**config.mk**
```make
export PLATFORM = sky130hd
export DESIGN_NAME = hand_range_transmitter
export DESIGN_NICKNAME = d
export VERILOG_FILES = /design/src/rtl/hand_range_transmitter.sv
export SDC_FILE = /design/constraint.sdc
export NUM_CORES = 1
export LEC_CHECK = 0
export CAP_MARGIN = 20
export CORE_MARGIN = 2
export CORE_UTILIZATION = 50
export DETAILED_ROUTE_END_ITERATION = 16
export PLACE_DENSITY = 0.81
export RECOVER_POWER = 50
export SYNTH_ARGS = -nofsm -noshare
export SYNTH_HDL_FRONTEND = slang
export SYNTH_SLANG_ARGS = --single-unit
```
**constraint.sdc**
```tcl
create_clock -name clk -period 3.3 [get_ports clk]
set_input_delay 0.66 -clock clk [delete_from_list [all_inputs] [get_ports clk]]
set_output_delay 0.66 -clock clk [all_outputs]
set_load 0.05 [all_outputs]
```
**src/rtl/hand_range_transmitter.sv**
```systemverilog
// Alternating left/right ultrasonic ranger driver with per-side gain strobes.
// Optional macro HAND_RANGE_AVG2_EN enables a two-sample running average per side.
module hand_range_transmitter #(
    parameter int unsigned TRIG_CYCLES  = 100,
    parameter int unsigned ECHO_TIMEOUT = 400000,
    parameter int unsigned GAP_CYCLES   = 600000,
    parameter int unsigned DIST_SHIFT   = 4,
    parameter logic [7:0]  DEFAULT_GAIN = 8'h80
) (
    input  logic        clk,
    input  logic        reset,
    output logic        leftTrig,
    input  logic        leftEcho,
    output logic        rightTrig,
    input  logic        rightEcho,
    input  logic        cfgWrite,
    input  logic        cfgSide,
    input  logic [7:0]  cfgGain,
    output logic        acceptLeftHandDistance,
    output logic [15:0] leftHandDistance,
    output logic        acceptRightHandDistance,
    output logic [15:0] rightHandDistance,
    output logic        acceptLeftHandGain,
    output logic [7:0]  leftHandGain,
    output logic        acceptRightHandGain,
    output logic [7:0]  rightHandGain
);

    localparam logic [2:0] IDLE = 3'd0;
    localparam logic [2:0] TRIG = 3'd1;
    localparam logic [2:0] WAIT = 3'd2;
    localparam logic [2:0] MEAS = 3'd3;
    localparam logic [2:0] EMIT = 3'd4;
    localparam logic [2:0] GAP  = 3'd5;

    localparam logic [23:0] TRIG_LAST = 24'(TRIG_CYCLES - 1);
    localparam logic [23:0] WAIT_LAST = 24'(ECHO_TIMEOUT - 1);
    localparam logic [23:0] ECHO_MAX  = 24'(ECHO_TIMEOUT);
    localparam logic [23:0] GAP_LAST  = 24'(GAP_CYCLES - 1);

    logic [2:0]  state_q, state_d;
    logic [23:0] cnt_q, cnt_d;
    logic        side_q, side_d;
    logic [15:0] result_q, result_d;
    logic        echo;
    logic [23:0] shifted;
    logic [15:0] scaled;
    logic [15:0] emit_value;
    logic        emit_left, emit_right;

    assign echo       = side_q ? rightEcho : leftEcho;
    assign shifted    = cnt_q >> DIST_SHIFT;
    assign emit_left  = (state_q == EMIT) && !side_q;
    assign emit_right = (state_q == EMIT) && side_q;

    // A real echo that shifts to zero is reported as 1 so it never reads as "absent".
    always_comb begin
        if (shifted > 24'h00FFFF) begin
            scaled = 16'hFFFF;
        end else if (shifted == 24'd0) begin
            scaled = 16'd1;
        end else begin
            scaled = shifted[15:0];
        end
    end

    always_comb begin
        state_d  = state_q;
        cnt_d    = cnt_q;
        side_d   = side_q;
        result_d = result_q;
        case (state_q)
            IDLE: begin
                state_d = TRIG;
                cnt_d   = 24'd0;
            end
            TRIG: begin
                if (cnt_q == TRIG_LAST) begin
                    state_d = WAIT;
                    cnt_d   = 24'd0;
                end else begin
                    cnt_d = cnt_q + 24'd1;
                end
            end
            WAIT: begin
                if (echo) begin
                    // The cycle in which the rise is seen counts as the first high cycle.
                    state_d = MEAS;
                    cnt_d   = 24'd1;
                end else if (cnt_q == WAIT_LAST) begin
                    state_d  = EMIT;
                    result_d = 16'd0;
                end else begin
                    cnt_d = cnt_q + 24'd1;
                end
            end
            MEAS: begin
                if (!echo) begin
                    state_d  = EMIT;
                    result_d = scaled;
                end else if (cnt_q == ECHO_MAX) begin
                    state_d  = EMIT;
                    result_d = 16'hFFFF;
                end else begin
                    cnt_d = cnt_q + 24'd1;
                end
            end
            EMIT: begin
                state_d = GAP;
                cnt_d   = 24'd0;
            end
            GAP: begin
                if (cnt_q == GAP_LAST) begin
                    state_d = TRIG;
                    cnt_d   = 24'd0;
                    side_d  = ~side_q;
                end else begin
                    cnt_d = cnt_q + 24'd1;
                end
            end
            default: begin
                state_d = IDLE;
                cnt_d   = 24'd0;
            end
        endcase
    end

    always_ff @(posedge clk or negedge reset) begin
        if (!reset) begin
            state_q  <= IDLE;
            cnt_q    <= 24'd0;
            side_q   <= 1'b0;
            result_q <= 16'd0;
        end else begin
            state_q  <= state_d;
            cnt_q    <= cnt_d;
            side_q   <= side_d;
            result_q <= result_d;
        end
    end

`ifdef HAND_RANGE_AVG2_EN
    logic [15:0] hist_left, hist_right, hist_prev;

    assign hist_prev = side_q ? hist_right : hist_left;

    always_comb begin
        if ((hist_prev != 16'd0) && (result_q != 16'd0)) begin
            emit_value = 16'((17'(hist_prev) + 17'(result_q) + 17'd1) >> 1);
        end else begin
            emit_value = result_q;
        end
    end

    // History holds the raw previous result; a zero result clears it.
    always_ff @(posedge clk or negedge reset) begin
        if (!reset) begin
            hist_left  <= 16'd0;
            hist_right <= 16'd0;
        end else begin
            if (emit_left) begin
                hist_left <= result_q;
            end
            if (emit_right) begin
                hist_right <= result_q;
            end
        end
    end
`else
    assign emit_value = result_q;
`endif

    always_ff @(posedge clk or negedge reset) begin
        if (!reset) begin
            leftTrig                <= 1'b0;
            rightTrig               <= 1'b0;
            acceptLeftHandDistance  <= 1'b0;
            acceptRightHandDistance <= 1'b0;
            leftHandDistance        <= 16'd0;
            rightHandDistance       <= 16'd0;
        end else begin
            leftTrig                <= (state_q == TRIG) && !side_q;
            rightTrig               <= (state_q == TRIG) && side_q;
            acceptLeftHandDistance  <= emit_left;
            acceptRightHandDistance <= emit_right;
            if (emit_left) begin
                leftHandDistance <= emit_value;
            end
            if (emit_right) begin
                rightHandDistance <= emit_value;
            end
        end
    end

    logic       pend_left, pend_right;
    logic [7:0] gain_left, gain_right;
    logic       wr_left, wr_right;

    assign wr_left  = cfgWrite && !cfgSide;
    assign wr_right = cfgWrite && cfgSide;

    always_ff @(posedge clk or negedge reset) begin
        if (!reset) begin
            pend_left           <= 1'b1;
            pend_right          <= 1'b1;
            gain_left           <= DEFAULT_GAIN;
            gain_right          <= DEFAULT_GAIN;
            acceptLeftHandGain  <= 1'b0;
            acceptRightHandGain <= 1'b0;
            leftHandGain        <= 8'd0;
            rightHandGain       <= 8'd0;
        end else begin
            acceptLeftHandGain  <= pend_left;
            acceptRightHandGain <= pend_right;
            if (pend_left) begin
                leftHandGain <= gain_left;
            end
            if (pend_right) begin
                rightHandGain <= gain_right;
            end
            pend_left  <= wr_left;
            pend_right <= wr_right;
            if (wr_left) begin
                gain_left <= cfgGain;
            end
            if (wr_right) begin
                gain_right <= cfgGain;
            end
        end
    end

endmodule

```
==> qor.log <==
INFO  run            drv.max_cap_violation_count=1
INFO  sta            slew_violations=50
INFO  floorplan      die-width=104.3um
INFO  placed_design  routabilityCongestion=0.8855
INFO  sta            max_freq=332.2MHz
INFO  clocking       post_cts_hold_buffer_count=0
INFO  synth          synth_top_flop_cell=sky130_fd_sc_hd__dfrtp_1
INFO  worst_hold_path hp-start=emit_value[13]
INFO  floorplan      io_pins=68
INFO  clocking       ctsHtreeMaxLevel=4
INFO  sta            final.setup_skew=0.005019ns
INFO  synth          yosysSeqAreaShare=0.5778
INFO  worst_hold_path worstHoldPathType=flop to flop
INFO  clocking       cts_resized=0
INFO  layout         finish.cell_count_without_fillers=648
INFO  clocking       cts_tree=yes
INFO  sta            timing.final.hold_violations=0
INFO  layout         final_net_count=518
INFO  pwr            cell_internal_pwr=3.486mW
INFO  pwr            power.density=857.0nW/um^2
INFO  global_routing grt_antenna_before_repair=0
INFO  global_routing globalRouteOverflowTotal=0
INFO  clocking       root_buffer=sky130_fd_sc_hd__clkbuf_8
INFO  pwr            seq_power_share=0.363
INFO  placed_design  dp.final_hpwl=7.415mm
INFO  synth          async_reset_ff_frac=1.000
INFO  sta            worst_slew_margin_rel=-0.7677
INFO  pwr            netSwitchingPower=2.024mW
INFO  layout         most_common_cell_after_layout_fill_and_taps_aside=sky130_fd_sc_hd__dfrtp_1
INFO  floorplan      initial_core_util=0.5148
INFO  pwr            ir_worst_vdd=0.4592mV
INFO  clocking       numClockSinks=116
INFO  pwr            power.share.combinational=0.294
INFO  pwr            leakage=2.762nW
INFO  global_routing track_usage=0.2348
INFO  route          vias_per_cell=5.921
INFO  synth          synthesized_instance_count=433
INFO  sta            fin_hold_ws=0.4934ns
INFO  global_routing first_pass_grt_wire_length=20.26mm
INFO  clocking       clkTransAtPathRegs=0.06ns
INFO  worst_setup_path cp_data_arrival_time=3.42ns
INFO  route          via_count=3837
INFO  clocking       cts_buffer_depth=2
INFO  sta            finalSetupViolCount=0
INFO  global_routing grt_max_degree=69
INFO  synth          synth_enable_flop_cells=0
INFO  synth          syn_area_per_cell=11.62um^2
INFO  clocking       clk-insertion-delay-late=0.52ns
INFO  floorplan      fp.coreArea=9774um^2
INFO  outcome        status=complete, but fails checks
INFO  pwr            power_switching_share=0.3674
INFO  synth          net_count_of_the_mapped_netlist=449
INFO  route          detailedRoute.firstPassIterationCount=5
INFO  floorplan      die_h=104.3um
INFO  placed_design  placedCellCount=616
INFO  layout         num_antenna_cells=0
INFO  worst_setup_path r2r-start=cnt_q[21]
INFO  global_routing first_global_vias=3883
INFO  route          post_drt_wl_per_cell=18.82um
INFO  route          final_antenna_net_count=0
INFO  synth          ys_ff_latch=116
INFO  clocking       post-cts-setup-buffers=0
INFO  worst_setup_path timing.setup.critical_path_class=flop to flop
INFO  floorplan      die_area=10880um^2
INFO  worst_setup_path worst_setup_path_startpoint=cnt_q[21]
INFO  layout         mostFrequentLayoutCells=sky130_fd_sc_hd__dfrtp_1 (112), sky130_fd_sc_hd__mux2_2 (65), sky130_fd_sc_hd__clkdlybuf4s50_1 (65)
INFO  worst_setup_path worst_setup_path_start_kind=flop
INFO  route          violation_count_after_the_first_detailed_routing_iteration=316
INFO  worst_setup_path worstSetupEndpointType=flop
INFO  synth          synthesis.area=5032um^2
INFO  pwr            share_clk_of_total_power=0.343
INFO  floorplan      placementRows=36
INFO  clocking       cts_made_buffers=17
INFO  sta            worst_pin_slew=2.652ns
INFO  sta            tns=0ns
INFO  sta            final_min_period_over_clock_period=0.9122
INFO  pwr            power=5.510mW
INFO  layout         drive_above_1_share=0.2194
INFO  worst_setup_path worst-path-max-fanout=10
INFO  layout         layout-area-overhead-vs-synth=27.77%
INFO  route          postRouteWirelength=12.19mm
INFO  placed_design  io_buffer_count=67
INFO  route          remaining_drc_errors=0
INFO  synth          synth_cell_type_count=43
INFO  synth          ys_warn_count=0
INFO  sta            fin_crit=3.010ns
INFO  worst_setup_path cp.required=3.71ns
INFO  outcome        violations=max-capacitance violations, max-slew violations
INFO  sta            rsz0062_at_grt=no
-- state kept, by name, indices dropped and copies added (netlist names) --
| signal | flops |
|---|---|
| acceptLeftHandGain | 1 |
| gain_right | 8 |
| acceptRightHandDistance | 1 |
| pend_left | 1 |
| side_q | 1 |
| rightTrig | 1 |
| rightHandGain | 8 |
| gain_left | 8 |
| cnt_q | 24 |
| rightHandDistance | 16 |
| acceptRightHandGain | 1 |
| leftHandGain | 8 |
| state_q | 3 |
| emit_value | 16 |
| acceptLeftHandDistance | 1 |
| leftHandDistance | 16 |
| leftTrig | 1 |
| pend_right | 1 |
-- stage by stage --
stage / utilization / area [um^2] / worst slack, ns
4_1_cts: 0.6591 / 6442 / 0.3225
3_3_place_gp: 0.5966 / 5832 / 0.5010
3_5_place_dp: 0.5966 / 5832 / 0.4353
2_1_floorplan: - / 5032 / 0.8457
6_report: 0.6578 / 6430 / 0.2896
5_1_grt: 0.6578 / 6430 / 0.1095
-- area by class of cell --
type	instances	area (um^2)
clock inverter	15	196.4
timing repair buffer	74	720.7
fill	680	3344
multi-input combinational	282	1983
clock buffer	17	414.1
inverter	11	41.29
sequential	116	2908
tap	133	166.4
-- per-layer routing --
layer	wire length [um]	track usage
met1	4996	0.3023
met2	6203	0.3931
met3	781	0.05702
met4	211	0.07336
met5	0	0
-- cell usage after synthesis (3+ instances only) --
library cell / number / area, um^2
sky130_fd_sc_hd__o21ai_1: 3 / 15.01
sky130_fd_sc_hd__inv_1: 11 / 41.29
sky130_fd_sc_hd__nor3_1: 7 / 35.03
sky130_fd_sc_hd__o31ai_1: 10 / 75.07
sky130_fd_sc_hd__a21o_1: 3 / 22.52
sky130_fd_sc_hd__a211oi_1: 3 / 22.52
sky130_fd_sc_hd__a21oi_1: 15 / 75.07
sky130_fd_sc_hd__clkbuf_1: 20 / 75.07
sky130_fd_sc_hd__or3_1: 6 / 37.54
sky130_fd_sc_hd__mux2_2: 65 / 732.0
sky130_fd_sc_hd__nand4_1: 6 / 37.54
sky130_fd_sc_hd__nor4_1: 5 / 31.28
sky130_fd_sc_hd__nand3_1: 11 / 55.05
sky130_fd_sc_hd__nand2_1: 37 / 138.9
sky130_fd_sc_hd__nor2_1: 34 / 127.6
sky130_fd_sc_hd__a311oi_1: 4 / 35.03
sky130_fd_sc_hd__nor2b_1: 3 / 18.77
sky130_fd_sc_hd__o21ai_0: 18 / 90.09
sky130_fd_sc_hd__or2_2: 3 / 18.77
sky130_fd_sc_hd__xnor2_1: 9 / 78.83
sky130_fd_sc_hd__a31oi_1: 6 / 37.54
sky130_fd_sc_hd__dfstp_2: 4 / 105.1
sky130_fd_sc_hd__dfrtp_1: 112 / 2803
sky130_fd_sc_hd__or4_1: 11 / 82.58
-- worst paths after layout --
| path | slack (ns) | end | depth (start not counted) |
|---|---|---|---|
| max reg2reg | 0.29 | emit_value[15] | 6 |
| min reg2reg | 0.49 | emit_value[13] | 2 |
| max in group asynchronous | 0.70 | leftHandDistance[1] | 2 |
| max | 0.29 | emit_value[15] | 6 |
| min | 0.49 | emit_value[13] | 2 |
| min in group asynchronous | 0.98 | acceptRightHandDistance | 1 |
-- critical path, stage by stage (launching register included) --
cell and delay (ns):
sky130_fd_sc_hd__dfrtp_1 0.43, sky130_fd_sc_hd__or4_1 0.58, sky130_fd_sc_hd__or4_4 0.55, sky130_fd_sc_hd__o31ai_4 0.39
sky130_fd_sc_hd__nand3_1 0.40, sky130_fd_sc_hd__buf_4 0.32, sky130_fd_sc_hd__o21ai_0 0.24
-- power by group through the flow --
stage | Combinational [mW] | Sequential, mW | Clock [mW]
after detailed placement | 1.60 | 2.01 | 0
after floorplan | 0.622 | 2.41 | 0
after global placement | 1.55 | 1.98 | 0
after CTS | 1.63 | 2.00 | 1.91
final | 1.62 | 2.00 | 1.89
after global routing | 1.72 | 2.04 | 1.97
-- logic make-up after synthesis --
family          count (synthesis)  synth area share
flops                         116            0.5778
buf+inv                        35           0.02909
simple gates                  133            0.1318
mux                            66            0.1474
compound gates                 72           0.09324
xor+xnor                        9           0.01566
fa+ha+maj                       2          0.004972
(Power assumes the default switching activity.)
